<file path="config.mk">
export PLATFORM = sky130hd
export DESIGN_NAME = npu_layer_sequencer
export DESIGN_NICKNAME = d
export VERILOG_FILES = /design/src/rtl/npu_pkg.sv /design/src/rtl/seq_watchdog.sv /design/src/rtl/npu_layer_sequencer.sv
export SDC_FILE = /design/constraint.sdc
export NUM_CORES = 1
export LEC_CHECK = 0
export ABC_CLOCK_PERIOD_IN_PS = 3100
export CAP_MARGIN = 25
export CORE_MARGIN = 5
export CORE_UTILIZATION = 40
export CTS_BUF_LIST = sky130_fd_sc_hd__clkbuf_8
export CTS_CLUSTER_DIAMETER = 120
export CTS_CLUSTER_SIZE = 8
export DETAILED_ROUTE_END_ITERATION = 10
export HOLD_SLACK_MARGIN = 0.06
export PLACE_DENSITY = 0.71
export SYNTH_ARGS = -nofsm -noshare
export SYNTH_HDL_FRONTEND = slang
export SYNTH_SLANG_ARGS = --single-unit
</file>
<file path="constraint.sdc">
create_clock -name clk -period 3.1 [get_ports clk]
set_input_delay 0.31 -clock clk [delete_from_list [all_inputs] [get_ports clk]]
set_output_delay 0.31 -clock clk [all_outputs]
set_load 0.05 [all_outputs]
</file>
<file path="src/rtl/npu_pkg.sv">
// Shared NPU sequencer types and default sizing for one inference
// (conv1 -> NUM_CH conv2 passes -> FC1 groups -> FC2).
package npu_pkg;
  localparam int CONV_PIX   = 132;
  localparam int NUM_CH     = 10;
  localparam int FC1_GROUPS = 330;
  localparam int TIMEOUT    = 1024;

  typedef enum logic [3:0] {
    IDLE     = 4'd0,
    C1_RUN   = 4'd1,
    C1_SAVE  = 4'd2,
    C2_CLR   = 4'd3,
    C2_RUN   = 4'd4,
    C2_SAVE  = 4'd5,
    FC_START = 4'd6,
    FC_LOAD  = 4'd7,
    FC_STEP  = 4'd8,
    FC_WAIT  = 4'd9,
    FC_FIN   = 4'd10,
    DONE     = 4'd11,
    ERR      = 4'd12
  } seq_state_e;
endpackage

</file>
<file path="src/rtl/seq_watchdog.sv">
// Progress watchdog: counts enabled cycles since the last kick and flags
// expiry on the TIMEOUT-th idle cycle.
module seq_watchdog #(
  parameter int TIMEOUT = 1024
) (
  input  logic clk,
  input  logic rst_ni,
  input  logic enable,
  input  logic kick,
  output logic expire
);
  localparam int CW = $clog2(TIMEOUT + 1);
  localparam logic [CW-1:0] LAST = CW'(TIMEOUT - 1);

  logic [CW-1:0] cnt;

  always_ff @(posedge clk or negedge rst_ni) begin
    if (!rst_ni)              cnt <= '0;
    else if (!enable || kick) cnt <= '0;
    else                      cnt <= cnt + 1'b1;
  end

  assign expire = enable && !kick && (cnt == LAST);
endmodule

</file>
<file path="src/rtl/npu_layer_sequencer.sv">
// Hardware sequencer for one NPU inference: drives conv, partial_sum and fcn
// handshakes so the host only issues start/abort and reads status.
module npu_layer_sequencer #(
  parameter int CONV_PIX   = npu_pkg::CONV_PIX,
  parameter int NUM_CH     = npu_pkg::NUM_CH,
  parameter int FC1_GROUPS = npu_pkg::FC1_GROUPS,
  parameter int TIMEOUT    = npu_pkg::TIMEOUT
) (
  input  logic       clk,
  input  logic       rst_ni,
  input  logic       start,
  input  logic       abort,
  output logic       busy,
  output logic       done,
  output logic       err,
  output logic [3:0] state_o,
  output logic [3:0] ch_idx,
  output logic       conv_clear,
  output logic       conv_trigger,
  output logic       conv_layer,
  input  logic       conv_valid,
  output logic       conv_save_done,
  output logic       sum_clear,
  output logic       wbuf_req,
  input  logic       wbuf_ack,
  output logic       fcn_start,
  output logic       fcn_fc1_next,
  input  logic       fcn_fc1_valid,
  input  logic       fcn_done
);
  import npu_pkg::*;

  localparam int PW = $clog2(CONV_PIX + 1);
  localparam int CW = $clog2(NUM_CH + 1);
  localparam int GW = $clog2(FC1_GROUPS + 1);
  localparam logic [PW-1:0] PIX_LAST = PW'(CONV_PIX - 1);
  localparam logic [CW-1:0] CH_LAST  = CW'(NUM_CH - 1);
  localparam logic [GW-1:0] GRP_LAST = GW'(FC1_GROUPS - 1);

  seq_state_e    state, state_base, state_nx;
  logic [PW-1:0] pix_cnt;
  logic [CW-1:0] ch_cnt;
  logic [GW-1:0] grp_cnt;
  logic          hs, kick, expire, run_st;

  assign run_st = (state == C1_RUN) || (state == C2_RUN);

  // state_base is the handshake-driven path; abort and watchdog override it
  always_comb begin
    state_base = state;
    hs         = 1'b0;
    case (state)
      IDLE:     if (start) state_base = C1_RUN;
      C1_RUN, C2_RUN:
        if (conv_valid) begin
          hs = 1'b1;
          if (pix_cnt == PIX_LAST) state_base = (state == C1_RUN) ? C1_SAVE : C2_SAVE;
        end
      C1_SAVE:  state_base = C2_CLR;
      C2_CLR:   state_base = C2_RUN;
      C2_SAVE:  state_base = (ch_cnt == CH_LAST) ? FC_START : C2_RUN;
      FC_START: state_base = FC_LOAD;
      FC_LOAD:
        if (wbuf_ack) begin
          hs         = 1'b1;
          state_base = FC_STEP;
        end
      FC_STEP:  state_base = FC_WAIT;
      FC_WAIT:
        if (fcn_fc1_valid) begin
          hs         = 1'b1;
          state_base = (grp_cnt == GRP_LAST) ? FC_FIN : FC_LOAD;
        end
      FC_FIN:
        if (fcn_done) begin
          hs         = 1'b1;
          state_base = DONE;
        end
      DONE:     state_base = IDLE;
      ERR:      if (start) state_base = C1_RUN;
      default:  state_base = IDLE;
    endcase
  end

  assign kick     = abort || hs || (state_base != state);
  assign state_nx = abort ? IDLE : (expire ? ERR : state_base);

  seq_watchdog #(.TIMEOUT(TIMEOUT)) u_wdog (
    .clk    (clk),
    .rst_ni (rst_ni),
    .enable (busy),
    .kick   (kick),
    .expire (expire)
  );

  always_ff @(posedge clk or negedge rst_ni) begin
    if (!rst_ni) begin
      state        <= IDLE;
      pix_cnt      <= '0;
      ch_cnt       <= '0;
      grp_cnt      <= '0;
      conv_layer   <= 1'b0;
      conv_trigger <= 1'b0;
    end else begin
      state        <= state_nx;
      conv_trigger <= ((state_nx == C1_RUN) || (state_nx == C2_RUN)) && !run_st;
      if (abort || expire || !busy) begin
        pix_cnt    <= '0;
        ch_cnt     <= '0;
        grp_cnt    <= '0;
        conv_layer <= 1'b0;
      end else begin
        if (run_st && conv_valid)
          pix_cnt <= (pix_cnt == PIX_LAST) ? '0 : pix_cnt + 1'b1;
        if (state == C1_SAVE) conv_layer <= 1'b1;
        if (state == C2_SAVE) begin
          if (ch_cnt == CH_LAST) begin
            ch_cnt     <= '0;
            conv_layer <= 1'b0;
          end else begin
            ch_cnt <= ch_cnt + 1'b1;
          end
        end
        if ((state == FC_WAIT) && fcn_fc1_valid) grp_cnt <= grp_cnt + 1'b1;
      end
    end
  end

  // single-cycle states make every other pulse a pure state decode
  assign busy           = (state != IDLE) && (state != ERR);
  assign err            = (state == ERR);
  assign done           = (state == DONE);
  assign state_o        = state;
  assign ch_idx         = 4'(ch_cnt);
  assign conv_clear     = (state == IDLE) || (state == ERR) || (state == C2_CLR) ||
                          ((state == C2_SAVE) && (ch_cnt != CH_LAST));
  assign conv_save_done = (state == C1_SAVE) || (state == C2_SAVE);
  assign sum_clear      = (state == C2_CLR);
  assign fcn_start      = (state == FC_START);
  assign wbuf_req       = (state == FC_LOAD);
  assign fcn_fc1_next   = (state == FC_STEP);
endmodule
</file>
==> results of run 1 <==
metal layers:
layer,vias up,track usage [%]
met5,-,0
li1,1011,-
met2,67,23.9
met1,935,23.8
met3,6,3.12
met4,0,5.86
where the power goes:
| group | switching [mW] | internal, mW | total, mW |
|---|---|---|---|
| clock network | 0.186 | 0.156 | 0.341 |
| registers | 0.00683 | 0.498 | 0.505 |
| logic | 0.0604 | 0.0300 | 0.0903 |
| total | 0.253 | 0.684 | 0.937 |
critical path: stages, from the launching register on:
cell             delay, ns
dfrtp_1               0.68
nor2b_1               0.36
mux2i_1               0.13
nor2_1                0.13
clkdlybuf4s50_1       0.82
path summary, 6_finish.rpt:
kind | to | slack, ns | cells past startpoint
min in group clk | u_wdog.cnt[0] | 0.49 | 1
hold reg to reg | u_wdog.cnt[0] | 0.49 | 1
max in group asynchronous | u_wdog.cnt[6] | 2.47 | 1
setup reg to reg | u_wdog.cnt[3] | 0.49 | 6
hold / removal | pix_cnt[5] | 0.11 | 1
setup / recovery | conv_save_done | 0.38 | 4
state kept, by name (all words and copies together) (netlist names):
register,cells
u_wdog.cnt,11
grp_cnt,9
pix_cnt,8
ch_idx,4
state_o,4
conv_layer,1
conv_trigger,1
per-stage QoR:
stage	power (mW)	instances
final	0.937	369
after global routing	0.977	369
after CTS	0.947	369
after detailed placement	0.605	361
after global placement	0.604	361
after floorplan	0.565	264
logic make-up (layout without fill, tap and decap cells):
family / count (synthesis) / in the layout
xor gates and xnor gates: 25 / 25
and+or+nand+nor: 132 / 132
DFF: 38 / 38
muxes: 1 / 1
buffers and inverters: 20 / 50
adders and majority gates: 6 / 6
AOI/OAI and AO/OA: 42 / 42
layout by cell type, fill, tap and decap left out, types with 3 or more instances in the layout:
cell type	count
dfrtp_1	38
nand2_1	23
a211oi_1	3
clkbuf_8	5
buf_4	8
inv_1	10
nand4_1	10
clkdlybuf4s50_1	24
and3_1	24
xor2_1	6
nand3_1	12
o21ai_0	7
nor2_1	29
ha_1	6
xnor2_1	19
nor3_1	13
a21oi_1	6
area by class of cell:
| class | count | share of cell area [%] |
|---|---|---|
| clock buffers | 5 | 2.45 |
| clock inverters | 3 | 0.624 |
| inverters | 9 | 1.20 |
| multi-input cells | 206 | 47.6 |
| flip-flops and latches | 38 | 33.9 |
| well taps | 75 | 3.35 |
| repair buffers | 33 | 10.9 |
==> results.tsv, run 1 <==
stage	metric	value	unit
status	status	completed	
finish	area of the multi-input gates	1340	um2
finish	Fillers	564	
finish	Layout Nets	307	
placement	Port Buffers	26	
yosys	Synth area leader	dfrtp_1	
routing	drt total wl	5620	um
yosys	number of enable flip-flop cells after synthesis	0	
yosys	adder-cell share of the synthesized area	3.15	%
critical_path	CP Launch Type	flip-flop	
floorplan	Initial Util	40.7	%
grt	grt total ovfl	0	
routing	drt pass-1 iters	4	
floorplan	std cell rows	28	
finish	final core occ	47.9	%
yosys	register area share after synthesis	39.9	%
sta	final setup fails	0	
yosys	most frequent cells after synthesis	dfrtp_1 (38), nor2_1 (29), and3_1 (24), nand2_1 (23), xnor2_1 (19)	
sta	Fin. Hold Viols	0	
routing	final antenna-violating net count	0	
finish	ant diodes	0	
yosys	XOR/XNOR Fraction of Synth Area	9.20	%
critical_path	Crit Path Max Fanout	16	
power	Worst VDD drop	0.177	mV
critical_path	CP arrival	2.41	ns
clock_tree	TritonCTS clock tree	built	
placement	HPWL Detailed	3960	um
grt	vias in the first global route	1919	
yosys	Syn Nets	278	
yosys	Avg Cell Area, Syn	9.02	um2
critical_path	kind of end point of the critical path	primary output	
yosys	cell with the most instances after synthesis	dfrtp_1	
clock_tree	CTS resizes	0	
grt	initial antenna violation count	0	
power	Lkg Pwr	1.17	nW
sta	Fin Hold WS	0.105	ns
yosys	mux cell area share after synthesis	0.420	%
clock_tree	Post-CTS Setup Inserts	0	
yosys	asr flop ratio synth	100	%
sta	Layout Skew	0.0127	ns
critical_path	r2r startpoint	state_o[3]	
routing	met2 wire len	2370	um
floorplan	Die Area	7600	um2
clock_tree	cts hold-fix bufs	0	
sta	f_max	0.367	GHz
floorplan	Core Region	5850	um2
routing	DRC violations left	0	
floorplan	Die Span Y	87.2	um
placement	GP Congestion	0.918	
clock_tree	root buf cell	clkbuf_8	
grt	first-pass GRT wire length	9730	um
routing	vias per cell	5.47	
clock_tree	Worst-path clk slew	0.08	ns
routing	DRT iter0 DRCs	117	
finish	layout cells sized above 1	8.50	%
floorplan	die width	87.2	um
yosys	Netlist cell types	59	
sta	Fin Setup TNS	0	ns
clock_tree	Clk Latency, worst-skew pair	0.30	ns
yosys	post-synth top area share	39.9	%
critical_path	Req. time, crit path	2.79	ns
placement	Place WS	0.527	ns
grt	GRT Total Usage	16.3	%
placement	Placed Area	2720	um2
yosys	Post-Synthesis Cells	264	
clock_tree	CTS Buf Count	5	
yosys	largest cells by area after synthesis	dfrtp_1 (40%), xnor2_1 (7.0%), and3_1 (6.3%), nor2_1 (4.6%), nand2_1 (3.6%)	
sta	Least-Margin Pin Slew	0.834	ns
job	Max Cap Viol	0	
critical_path	Setup CP Type	reg2out	
yosys	FF+latch count, synth	38	
critical_path	worst setup path startpoint	state_o[0]	
clock_tree	H-Tree Level Count	2	
finish	FF+latch area	951	um2
worst_hold_path	hold crit path type	in2async	
sta	post-route setup slack	0.379	ns
clock_tree	clock buffer depth	2	
routing	routed wl met3	389	um
finish	final instance area	2810	um2
routing	Vias	2019	
power	pwr dens	334	nW/um2
yosys	Synth Warn #	0	
sta	Slew HR	44.4	%
clock_tree	CTS Sinks	38	
sta	final worst path period need	2.72	ns
yosys	cell area after synthesis	2380	um2
yosys	compound-gate portion of the synthesized area	13.6	%
routing	DR top layer	met4	
sta	Slew Limit Fails	0	
yosys	Top FF cell, synth	dfrtp_1	
finish	Area Overhead vs Synth	17.8	%
yosys	largest family of logic cells by synthesized area	simple AND/OR/NAND/NOR gates	
floorplan	I/O pin count	27	
routing	Routed WL per cell	15.2	um
yosys	Synth Area in Simple Gates	29.7	%
routing	met1 wire length	2770	um
sta	Tcrit/Tclk final	87.8	%
sta	RSZ-0062 raised after global routing	false	
grt	largest net degree at the start of global routing	39	
Power figures use the tool's default switching activity.
==> run 2: changes to the inputs <==
--- a/config.mk
+++ b/config.mk
@@ -17,4 +17,5 @@
 export PLACE_DENSITY = 0.71
 export SYNTH_ARGS = -nofsm -noshare
 export SYNTH_HDL_FRONTEND = slang
+export SYNTH_HIERARCHICAL = 1
 export SYNTH_SLANG_ARGS = --single-unit
==> run 2 against run 1 <==
Against the previous run: combinational power is 23% higher; sequential share of layout area is 1.7 points lower; largest power group unchanged; non-clock buffer count is 14 higher.
==> results.tsv, run 2 <==
stage	metric	value	unit	change
job	Max Cap Viol	0		unchanged
power	switching share of power	25.3	%	-1.7 points
sta	post-route setup slack	0.169	ns	-0.209 ns
yosys	Top FF cell, synth	dfrtp_1		
clock_tree	CTS Buf Count	5		unchanged
critical_path	CP arrival	2.62	ns	+0.21 ns
status	status	completed		
finish	ant diodes	0		unchanged
placement	Place WS	-0.0585	ns	-0.585 ns
routing	drt pass-1 iters	4		unchanged
critical_path	WP buf/inv	2		+1
sta	f_max	0.341	GHz	-7.1%
floorplan	Die Span Y	87.2	um	about the same
finish	Fillers	559		-0.89%
finish	final core occ	50.7	%	+2.8 points
yosys	most frequent cells after synthesis	dfrtp_1 (38), nor2_1 (26), nand2_1 (21), a21oi_1 (18), nand3_1 (13)		
clock_tree	CTS Sinks	38		unchanged
finish	Largest regs	u_wdog/cnt x11, grp_cnt x9, pix_cnt x8		
critical_path	Setup CP Type	reg2out		
worst_hold_path	hold crit path type	in2async		
grt	met3 GRT Util	2.65	%	-0.47 points
grt	grt total ovfl	0		unchanged
finish	layout cells sized above 1	16.6	%	+8.1 points
critical_path	R2R Setup Slk	0.19	ns	-0.30 ns
yosys	Netlist cell types	59		unchanged
critical_path	worst-path cell chain	buf_4 > nor2_1 > nand3_1 > nand3b_1 > clkdlybuf4s50_1		
grt	M2 GR Usage	27.1	%	+3.2 points
yosys	Syn Nets	285		+2.5%
critical_path	CP delay by family, top	buffers and inverters		
sta	Layout Skew	0.00593	ns	-0.00679 ns
clock_tree	root buf cell	clkbuf_8		
routing	Vias	2204		+9.2%
sta	final setup fails	0		unchanged
power	Combinational Power Share	11.6	%	+2.0 points
routing	DRT iter0 DRCs	76		-35%
routing	drt total wl	5690	um	+1.1%
placement	GP Congestion	0.819		-11%
finish	Area Overhead vs Synth	24.6	%	
yosys	Avg Cell Area, Syn	8.79	um2	-2.5%
yosys	compound-gate portion of the synthesized area	19.4	%	+5.8 points
yosys	XOR/XNOR Fraction of Synth Area	4.41	%	-4.8 points
critical_path	reg-to-reg endpoint	pix_cnt[2]		
sta	final worst path period need	2.93	ns	+0.209 ns
yosys	post-synth top area share	39.9	%	about the same
sta	Fin Hold WS	0.123	ns	+0.0179 ns
critical_path	kind of end point of the critical path	primary output		
power	NetSw	243	uW	-3.9%
yosys	adder-cell share of the synthesized area	3.15	%	about the same
floorplan	I/O pin count	27		unchanged
finish	max reg flops	11		unchanged
grt	global routing's busiest layer	met2		
finish	commonest non-fill, non-tap cell in the layout	dfrtp_1		
yosys	Synth area leader	dfrtp_1		
yosys	number of enable flip-flop cells after synthesis	0		unchanged
power	clock network fraction of design power	35.9	%	-0.5 points
grt	first-pass GRT wire length	9830	um	+0.99%
yosys	register area share after synthesis	39.9	%	about the same
critical_path	CP Launch Type	flip-flop		
critical_path	Worst Reg-to-Reg Cells	11		+5
yosys	mux cell area share after synthesis	0.420	%	about the same
clock_tree	TritonCTS clock tree	built		
grt	initial antenna violation count	0		unchanged
power	Worst VDD drop	0.143	mV	-19%
floorplan	Die Area	7600	um2	about the same
yosys	largest cells by area after synthesis	dfrtp_1 (40%), nor2_1 (4.1%), a21oi_1 (3.8%), nand2_1 (3.3%), ha_1 (3.2%)		
yosys	largest family of logic cells by synthesized area	simple AND/OR/NAND/NOR gates		
clock_tree	Clk Latency, worst-skew pair	0.29	ns	about the same
floorplan	Core Region	5850	um2	unchanged
floorplan	Initial Util	40.7	%	about the same
yosys	cell with the most instances after synthesis	dfrtp_1		
grt	GRT Total Usage	15.9	%	-0.35 points
sta	Tcrit/Tclk final	94.5	%	+6.8 points
clock_tree	Worst-path clk slew	0.08	ns	about the same
critical_path	Stages on worst setup path	5		+1
grt	vias in the first global route	2111		+10%
routing	final antenna-violating net count	0		unchanged
critical_path	slowest stage delay, CP	0.81	ns	about the same
floorplan	std cell rows	28		unchanged
yosys	Synth Warn #	6		+6
yosys	asr flop ratio synth	100	%	unchanged
power	pwr dens	324	nW/um2	-3.0%
finish	most frequent cells in the layout	dfrtp_1 (34), nor2_1 (25), clkdlybuf4s50_1 (25)		
clock_tree	cts hold-fix bufs	0		unchanged
sta	Least-Margin Pin Slew	0.849	ns	+0.0150 ns
placement	HPWL Detailed	4200	um	+6.1%
yosys	cell area after synthesis	2380	um2	about the same
yosys	Synth Area in Simple Gates	28.7	%	-1.0 points
finish	Biggest register	u_wdog/cnt		
sta	Fin. Hold Viols	0		unchanged
yosys	Post-Synthesis Cells	271		+2.7%
clock_tree	clock buffer depth	2		unchanged
grt	largest net degree at the start of global routing	39		unchanged
critical_path	Crit Path Max Fanout	12		-4
critical_path	Req. time, crit path	2.79	ns	about the same
critical_path	r2r startpoint	pix_cnt[0]		
finish	Layout Nets	326		+6.2%
sta	Slew Limit Fails	0		unchanged
power	Lkg Pwr	1.18	nW	+1.2%
yosys	FF+latch count, synth	38		unchanged
routing	Routed WL per cell	14.7	um	-3.9%
grt	met1 GRT Util	20.6	%	-3.2 points
power	power share of the sequential group	52.5	%	-1.4 points
clock_tree	H-Tree Level Count	2		unchanged
sta	Slew HR	43.4	%	-1.0 points
critical_path	worst setup path startpoint	state_o[1]		
power	Pint	719	uW	+5.1%
floorplan	die width	87.2	um	about the same
critical_path	CP max-delay cell	clkdlybuf4s50_1		
routing	vias per cell	5.68		+3.8%
sta	RSZ-0062 raised after global routing	false		
routing	DRC violations left	0		unchanged
placement	Port Buffers	26		unchanged
run 2: power by group through the flow:
stage	combinational, mW	clock [mW]	sequential [mW]
CTS	0.108	0.363	0.505
finish	0.111	0.345	0.505
global route	0.122	0.381	0.506
detailed placement	0.107	0	0.515
floorplan	0.0554	0	0.519
global placement	0.106	0	0.515
run 2: layout make-up:
| cell class | instances | area, um2 | share of cell area, % |
|---|---|---|---|
| Clock buffer | 6 | 82.6 | 2.78 |
| Clock inverter | 2 | 8.76 | 0.295 |
| Inverter | 9 | 33.8 | 1.14 |
| Multi-Input combinational cell | 211 | 1380 | 46.5 |
| Sequential cell | 38 | 956 | 32.2 |
| Tap cell | 75 | 93.8 | 3.16 |
| Timing Repair Buffer | 47 | 413 | 13.9 |
run 2: worst max path at each step:
stage / endpoint / slack, ns
after global placement: pix_cnt[3] / 0.04
final: conv_clear / 0.17
after CTS: pix_cnt[5] / 0.05
after detailed placement: pix_cnt[5] / -0.06
after global routing: pix_cnt[3] / 0.02
after floorplan: pix_cnt[1] / 0.03
run 2: repair_timing:
| action | 4_1_cts | 5_1_grt |
|---|---|---|
| setup endpoints to repair | 0 | 22 |
| buffers inserted | 0 | 1 |
| resized for setup | 0 | 5 |
run 2: metrics by stage:
stage	cells	power (mW)	cell area, um2	setup TNS, ns
2_1_floorplan	271	0.575	2430	0
3_3_place_gp	379	0.621	2850	0
3_5_place_dp	379	0.622	2850	-0.641
4_1_cts	387	0.975	2940	0
5_1_grt	388	1.01	2970	0
6_report	388	0.962	2970	0
run 2: per-layer routing:
| metal | up-vias | routed length, um |
|---|---|---|
| li1 | 1085 | - |
| met1 | 1071 | 2560 |
| met2 | 44 | 2850 |
| met3 | 4 | 237 |
| met4 | 0 | 45 |
| met5 | - | 0 |
run 2: kinds of logic (layout without fill, tap and decap cells):
group	after synthesis	in the layout
simple gates	123	123
mux	1	1
buf+inv	22	64
compound gates	69	69
flops	38	38
fa+ha+maj	6	6
xor+xnor	12	12
